$ cat config.mk
export PLATFORM = sky130hd
export DESIGN_NAME = sad_stream_acc
export DESIGN_NICKNAME = d
export VERILOG_FILES = /design/src/rtl/sad_pkg.sv /design/src/rtl/sad_lane_sum.sv /design/src/rtl/sad_stream_acc.sv
export SDC_FILE = /design/constraint.sdc
export NUM_CORES = 2
export LEC_CHECK = 0
export ABC_AREA = 0
export CAP_MARGIN = 30
export CORE_ASPECT_RATIO = 1.4
export CORE_MARGIN = 3
export CORE_UTILIZATION = 64
export CTS_BUF_LIST = sky130_fd_sc_hd__clkbuf_8 sky130_fd_sc_hd__clkbuf_16
export DETAILED_ROUTE_END_ITERATION = 10
export PLACE_DENSITY = 0.89
export SETUP_SLACK_MARGIN = 0.02
export SLEW_MARGIN = 20
export SYNTH_ARGS = -nofsm -noshare
export SYNTH_HDL_FRONTEND = slang
export SYNTH_HIERARCHICAL = 1
export SYNTH_SLANG_ARGS = --single-unit
$ cat constraint.sdc
create_clock -name clk -period 40.8 [get_ports clk]
set_input_delay 10.2 -clock clk [delete_from_list [all_inputs] [get_ports clk]]
set_output_delay 10.2 -clock clk [all_outputs]
set_load 0.03 [all_outputs]
$ cat src/rtl/sad_pkg.sv
// sad_pkg: shared widths and helper functions for the streaming SAD engine
package sad_pkg;
  localparam int BLK_IDX_W = 16;
  function automatic int lsum_w(int width, int lanes);
    return width + $clog2(lanes);
  endfunction
  function automatic int sad_w(int width, int lanes, int beats);
    return width + $clog2(lanes * beats);
  endfunction
endpackage

$ cat src/rtl/sad_lane_sum.sv
// sad_lane_sum: per-lane |ori-can| followed by a balanced adder tree (combinational)
module sad_lane_sum import sad_pkg::*; #(
  parameter int WIDTH = 8,
  parameter int LANES = 32
) (
  input  logic [LANES*WIDTH-1:0]         ori_i,
  input  logic [LANES*WIDTH-1:0]         can_i,
  output logic [lsum_w(WIDTH,LANES)-1:0] sum_o
);
  localparam int LW = lsum_w(WIDTH, LANES);
  localparam int LG = $clog2(LANES);
  for (genvar l = 0; l <= LG; l++) begin : lv
    logic [LW-1:0] s [LANES>>l];
    for (genvar i = 0; i < (LANES >> l); i++) begin : n
      if (l == 0) begin : lf
        logic [WIDTH-1:0] a, b;
        assign a = ori_i[i*WIDTH +: WIDTH];
        assign b = can_i[i*WIDTH +: WIDTH];
        assign s[i] = LW'(a > b ? a - b : b - a);
      end else begin : la
        assign s[i] = lv[l-1].s[2*i] + lv[l-1].s[2*i+1];
      end
    end
  end
  assign sum_o = lv[LG].s[0];
endmodule

$ cat src/rtl/sad_stream_acc.sv
// sad_stream_acc: pipelined streaming SAD accumulator; optional min tracker under SAD_MIN_TRACK_EN
module sad_stream_acc import sad_pkg::*; #(
  parameter int WIDTH = 8,
  parameter int LANES = 32,
  parameter int BEATS = 4
) (
  input  logic                                clk,
  input  logic                                rst,
  input  logic                                in_valid,
  output logic                                in_ready,
  input  logic [LANES*WIDTH-1:0]              in_ori,
  input  logic [LANES*WIDTH-1:0]              in_can,
  output logic                                out_valid,
  input  logic                                out_ready,
  output logic [sad_w(WIDTH,LANES,BEATS)-1:0] out_sad,
  output logic [BLK_IDX_W-1:0]                blk_idx
`ifdef SAD_MIN_TRACK_EN
  ,
  input  logic                                min_clr,
  output logic [sad_w(WIDTH,LANES,BEATS)-1:0] min_sad,
  output logic [BLK_IDX_W-1:0]                min_idx
`endif
);
  localparam int SW = sad_w(WIDTH, LANES, BEATS);
  localparam int LW = lsum_w(WIDTH, LANES);
  localparam int CW = BEATS > 1 ? $clog2(BEATS) : 1;
  logic                   stall, acc_beat, last_beat;
  logic [CW-1:0]          cnt_q;
  logic                   v1_q, first1_q, last1_q;
  logic [LANES*WIDTH-1:0] ori1_q, can1_q;
  logic                   v2_q, first2_q, last2_q;
  logic [LW-1:0]          lsum, sum2_q;
  logic                   done_q;
  logic [SW-1:0]          acc_q, acc_d, out_sad_q;
  logic                   out_valid_q;
  logic [BLK_IDX_W-1:0]   blk_idx_q;
  assign stall     = out_valid_q && !out_ready;
  assign in_ready  = !rst && !stall;
  assign acc_beat  = in_valid && in_ready;
  assign last_beat = cnt_q == CW'(BEATS - 1);
  assign acc_d     = first2_q ? SW'(sum2_q) : acc_q + SW'(sum2_q);
  assign out_valid = out_valid_q;
  assign out_sad   = out_sad_q;
  assign blk_idx   = blk_idx_q;
  // S1: register accepted beat and track its position within the block
  always_ff @(posedge clk or posedge rst) begin
    if (rst) begin
      cnt_q    <= '0;
      v1_q     <= 1'b0;
      first1_q <= 1'b0;
      last1_q  <= 1'b0;
      ori1_q   <= '0;
      can1_q   <= '0;
    end else if (!stall) begin
      v1_q <= acc_beat;
      if (acc_beat) begin
        ori1_q   <= in_ori;
        can1_q   <= in_can;
        first1_q <= cnt_q == '0;
        last1_q  <= last_beat;
        cnt_q    <= last_beat ? '0 : cnt_q + CW'(1);
      end
    end
  end
  sad_lane_sum #(.WIDTH(WIDTH), .LANES(LANES)) u_lane_sum (
    .ori_i (ori1_q),
    .can_i (can1_q),
    .sum_o (lsum)
  );
  // S2: register the per-beat lane sum
  always_ff @(posedge clk or posedge rst) begin
    if (rst) begin
      v2_q     <= 1'b0;
      first2_q <= 1'b0;
      last2_q  <= 1'b0;
      sum2_q   <= '0;
    end else if (!stall) begin
      v2_q <= v1_q;
      if (v1_q) begin
        sum2_q   <= lsum;
        first2_q <= first1_q;
        last2_q  <= last1_q;
      end
    end
  end
  // S3: accumulate beats; a first beat restarts the sum so no explicit clear is needed
  always_ff @(posedge clk or posedge rst) begin
    if (rst) begin
      acc_q  <= '0;
      done_q <= 1'b0;
    end else if (!stall) begin
      done_q <= v2_q && last2_q;
      if (v2_q) acc_q <= acc_d;
    end
  end
  // Output stage: present block SAD, hold while stalled, count handshakes
  always_ff @(posedge clk or posedge rst) begin
    if (rst) begin
      out_valid_q <= 1'b0;
      out_sad_q   <= '0;
      blk_idx_q   <= '0;
    end else begin
      out_valid_q <= stall || done_q;
      if (!stall && done_q) out_sad_q <= acc_q;
      if (out_valid_q && out_ready) blk_idx_q <= blk_idx_q + 1'b1;
    end
  end
`ifdef SAD_MIN_TRACK_EN
  logic [SW-1:0]        min_sad_q;
  logic [BLK_IDX_W-1:0] min_idx_q;
  assign min_sad = min_sad_q;
  assign min_idx = min_idx_q;
  // Min tracker: strict less-than keeps the earliest block on ties; clear beats update
  always_ff @(posedge clk or posedge rst) begin
    if (rst) begin
      min_sad_q <= '1;
      min_idx_q <= '0;
    end else if (min_clr) begin
      min_sad_q <= '1;
      min_idx_q <= '0;
    end else if (out_valid_q && out_ready && out_sad_q < min_sad_q) begin
      min_sad_q <= out_sad_q;
      min_idx_q <= blk_idx_q;
    end
  end
`endif
endmodule
Yosys cells after proc, flatten, opt, wreduce, memory -nomap -nowiden
Index checks and enable logic that the tools add are counted. Widths: inputs -> output; s select.

Register bits after elaboration: 581. Output and inout port bits: 33. Input bits: 516.

Bitwise operators: 1. Multiplexer cells: 34. Add/subtract/negate cells: 98. Magnitude comparators: 32. Equality and inequality tests: 1. Reductions and logical operators: 14.

Operator list (count): $sub 8x8->9 (64); $mux 13 (32); $add 13x13->13 (31); $gt 8x8->1 (32); $add 16x1->16 const B (1); $add 15x13->15 (1); $mux 15 (1); $logic_and 1x1->1 (6); $reduce_and 2->1 (3); $logic_not 1->1 (3); $add 2x1->2 const B (1); $eq 2x2->1 const B (1); $logic_not 2->1 (1); $mux 2 (1); $logic_or 1x1->1 (1); $not 1->1 (1).

Logic depth before layout (Yosys ltp)
Depth in word-level cells: 7. Mapped depth: 37. Mapped depth without buffers: 36.

By module
The synthesis kept the hierarchy.

By module, submodules not included: sad_lane_sum (sequential area each 0.0 um^2, cells an instance 3655, instances 1, area an instance 29574.6 um^2); sad_stream_acc (sequential area each 14538.9 um^2, cells an instance 1391, instances 1, area an instance 22699.3 um^2).

Worst setup path before layout
Ideal clock, no wire load.

Path kind: input -> register. From: input port rst. To: register can1_q[198]. Arrival time: 24.329 ns. Slack: 16.346 ns. Data required time: 40.675 ns. Cell stages on the path: 7. Cells stage by stage: inv_1 and3_1 clkbuf_2 buf_6 buf_6 buf_6 mux2_4.

Word-level cells in the longest chain between the ends: 4.

RTL lines: start, declared (line sad_stream_acc.sv:8) `input logic rst,`; $logic_not 1->1 (no source line); $logic_and 1x1->1 (line sad_stream_acc.sv:38) `assign in_ready = !rst && !stall;`; $logic_and 1x1->1 (line sad_stream_acc.sv:39) `assign acc_beat = in_valid && in_ready;`; $reduce_and 2->1 (no source line); end signal, assigned (line sad_stream_acc.sv:58) `can1_q <= in_can;`; end, declared (line sad_stream_acc.sv:30) `logic [LANES*WIDTH-1:0] ori1_q, can1_q;`.

Every way passes these cells. A chain may end at the register's enable or synchronous reset.

Worst setup path after layout
From: input port out_ready. To: output port in_ready.

Word-level cells in the longest chain between the ends: 4.

RTL lines: start, declared (line sad_stream_acc.sv:14) `input logic out_ready,`; $logic_not 1->1 (line sad_stream_acc.sv:37) `assign stall = out_valid_q && !out_ready;`; $logic_and 1x1->1 (line sad_stream_acc.sv:37); $logic_not 1->1 (line sad_stream_acc.sv:38); $logic_and 1x1->1 (line sad_stream_acc.sv:38); end, declared (line sad_stream_acc.sv:10) `output logic in_ready,`.

Every way passes these cells.

==> summary.md <==
| Metric | Value |
|---|---|
| Mapped cell area | around 52000 um2 |
| Crit end category | output pin |
| Unrepaired setup endpoints after global routing | no |
| Status | finished clean |
| Dominant cells by area after synthesis | dfrtp_1 28%, fa_1 13%, ha_1 13% |
| CP arrival | 11.62 ns |
| Core Rows | approximately 120 |
| Wire per inst | approximately 21 um |
| Vias | 38900 |
| Crit path required time | between 30 and 40 ns |
| Crit-path max FO | 4 |
| Ratio of final minimum period to clock period | 0.535 |
| Nets | 6990 |
| Sequential fraction of the synthesis area | 0.278 |
| Final setup violating endpoints | 0 |
| Share of cells above drive strength 1 | 0.140 |
| CP Cell Sequence | clkdlybuf4s50_1 -> nor2b_1 -> nor2_1 -> clkdlybuf4s50_1 |
| FFs w/ async S/R, synth | 1.00 |
| H-tree depth | 2 |
| # clock sinks | between 500 and 600 |
| Max-slew headroom | 0.280 |
| Top cell by count, worst path | clkdlybuf4s50_1 |
| Skew-Pair Late Insertion Delay | roughly 0.66 ns |
| DRT antenna net count | 0 |
| Num CTS Buffers | 60 |
| Critical setup path kind | input pin to output pin |
| Hold depth | 1 |
| CTS Buffer Depth | 3 |
| R2R Path End | sum2_q[12]$_DFFE_PP0P_ |
| Maxcap violations | 0 |
| Port Buf Inserts | 548 |
| Max Slew Vio Count | 0 |
| Wirelength, routed | 143 mm |
| Initial Util | 0.648 |
| First-pass GRT wire length | 220 mm |
| CTS root buffer | clkbuf_16 |
| RePlAce Congestion | 0.944 |
| Slew @ Worst Pin | between 1 and 1.5 ns |
| Hold Crit Class | flip-flop to flip-flop |
| Hold_ws | 0.479 ns |
| Clock transition at the registers of the reported paths | roughly 0.060 ns |
| Area grow syn2layout | 16.5% |
| Synth Net Count | approximately 6500 |
| Final Skew | approximately 0.02 ns |
| Yosys reg bits | 581 |
| Critical path startpoint | out_ready |
| R2r startpoint | ori1_q[201]$_DFFE_PP0P_ |
| Cell count after synthesis | 5046 |
| Pin count of the biggest net entering global routing | 160 |
| Slowest cell delay on critical path | 0.68 ns |
| CP startpoint kind | input pin |
| CTS tree | yes |
| Yosys warns | 6 |
| Syn Area/Cell | 10.4 um2 |
| CTS Hold Bufs | 0 |
| Chip width | between 200 and 250 um |
| Antenna violations before repair | 27 |
| Full die area | 85200 um2 |
| GRT Total Usage | 0.331 |
| Area share of the largest cell type after synthesis | 0.278 |
| Synth Flop Type | dfrtp_1 |
| Vias per std cell | 5.80 |
| Core box area | roughly 80000 um2 |
| Largest area contributor in the netlist | dfrtp_1 |
| Post-CTS resize count | 0 |
| Crit path to | in_ready |
| DR pass1 iterations | 8 |
| Die H | between 300 and 400 um |
| Most frequent cells in the layout | 973 x inv_1, 581 x dfrtp_1, 557 x ha_1, 548 x clkdlybuf4s50_1, 506 x mux2_2 |
| Final min period | 21.82 ns |
| Commonest non-fill, non-tap cell in the layout | inv_1 |
| Hold Fails Final Rpt | 0 |
| FF-to-FF path depth | 33 |
| Critical path's slowest cell | clkdlybuf4s50_1 |
| Grt ovf | 0 |
| Post-CTS setup buffers | 0 |
| Post-synth EDFFs | 0 |
| R2R setup slack | 30.83 ns |
| Synth cell types | 96 |
| Final HPWL DP | 111 mm |
| Maximum clock rate | approximately 46 MHz |
| Initial DRC Count | 2242 |
| Setup TNS | 0 ns |
| Remaining DRCs | 0 |
| Ports | 549 |
| Vias in the first global route | 41600 |
-- through the flow --
step,area (um2),setup slack (ns),utilization,instances
2_1_floorplan,52300,14.33,-,5046
3_3_place_gp,58700,18.98,0.728,6561
3_5_place_dp,58700,18.99,0.728,6564
4_1_cts,60800,18.99,0.753,6667
5_1_grt,60900,18.90,0.755,6690
6_report,60900,18.98,0.755,6702
-- sequential cells by signal, summed over array words and instances, names as in the netlist --
name / flops
acc_q: 15
blk_idx: 16
can1_q: 256
cnt_q: 2
done_q: 1
first1_q: 1
first2_q: 1
last1_q: 1
last2_q: 1
ori1_q: 256
out_sad: 15
out_valid: 1
sum2_q: 13
v1_q: 1
v2_q: 1
-- worst min-delay path by stage --
stage	from	endpoint	slack [ns]
6_report	blk_idx[15]$_DFFE_PP0P_	blk_idx[15]$_DFFE_PP0P_	0.48
3_3_place_gp	blk_idx[15]$_DFFE_PP0P_	blk_idx[15]$_DFFE_PP0P_	0.46
2_1_floorplan	v1_q$_DFFE_PP0N_	v1_q$_DFFE_PP0N_	0.45
4_1_cts	blk_idx[15]$_DFFE_PP0P_	blk_idx[15]$_DFFE_PP0P_	0.48
5_1_grt	blk_idx[15]$_DFFE_PP0P_	blk_idx[15]$_DFFE_PP0P_	0.50
3_5_place_dp	blk_idx[15]$_DFFE_PP0P_	blk_idx[15]$_DFFE_PP0P_	0.47
-- routing by layer --
layer	global-route usage	wire, um
met1	0.364	51400
met2	0.599	73900
met3	0.0528	7940
met4	0.196	9570
met5	0	23
-- synth_stat cells (all sizes together), types with 38 or more instances --
cell type	count
inv	969
mux2	612
dfrtp	581
ha	557
fa	349
a21oi	237
nand2	169
xnor2	165
o21ai	163
nor2	145
mux2i	138
a21o	120
buf	87
xor2	70
nor2b	63
nand3	50
nand2b	47
nor3	40
o21bai	39
nand4	38
-- cell families (layout without fill, tap and decap cells) --
kind of cell    count (synthesis)  after routing  synth area share
flops                         581            581             0.278
mux                           750            750             0.166
compound gates                844            844             0.107
xor+xnor                      235            235            0.0394
simple gates                  637            637            0.0602
fa+ha+maj                     906            906             0.267
buf+inv                      1093           1656            0.0823
other cells                     0             31                 0
-- cell type report --
| cell class | count | area, um2 |
|---|---|---|
| diodes | 31 | 77.6 |
| clock buffers | 69 | 1640 |
| clock inverters | 34 | 398 |
| fillers | 5272 | 19700 |
| inverters | 970 | 3650 |
| multi-input cells | 3372 | 33400 |
| flip-flops and latches | 581 | 14500 |
| well taps | 1062 | 1330 |
| repair buffers | 583 | 5840 |
-- critical path, delay by kind of cell --
family                 cells  cell delay [ns]
buffers and inverters      2             1.20
AND/OR/NAND/NOR            2             0.22
Power is not shown: default switching activity piles up to over one toggle a cycle in this logic, so the estimate is an artifact.
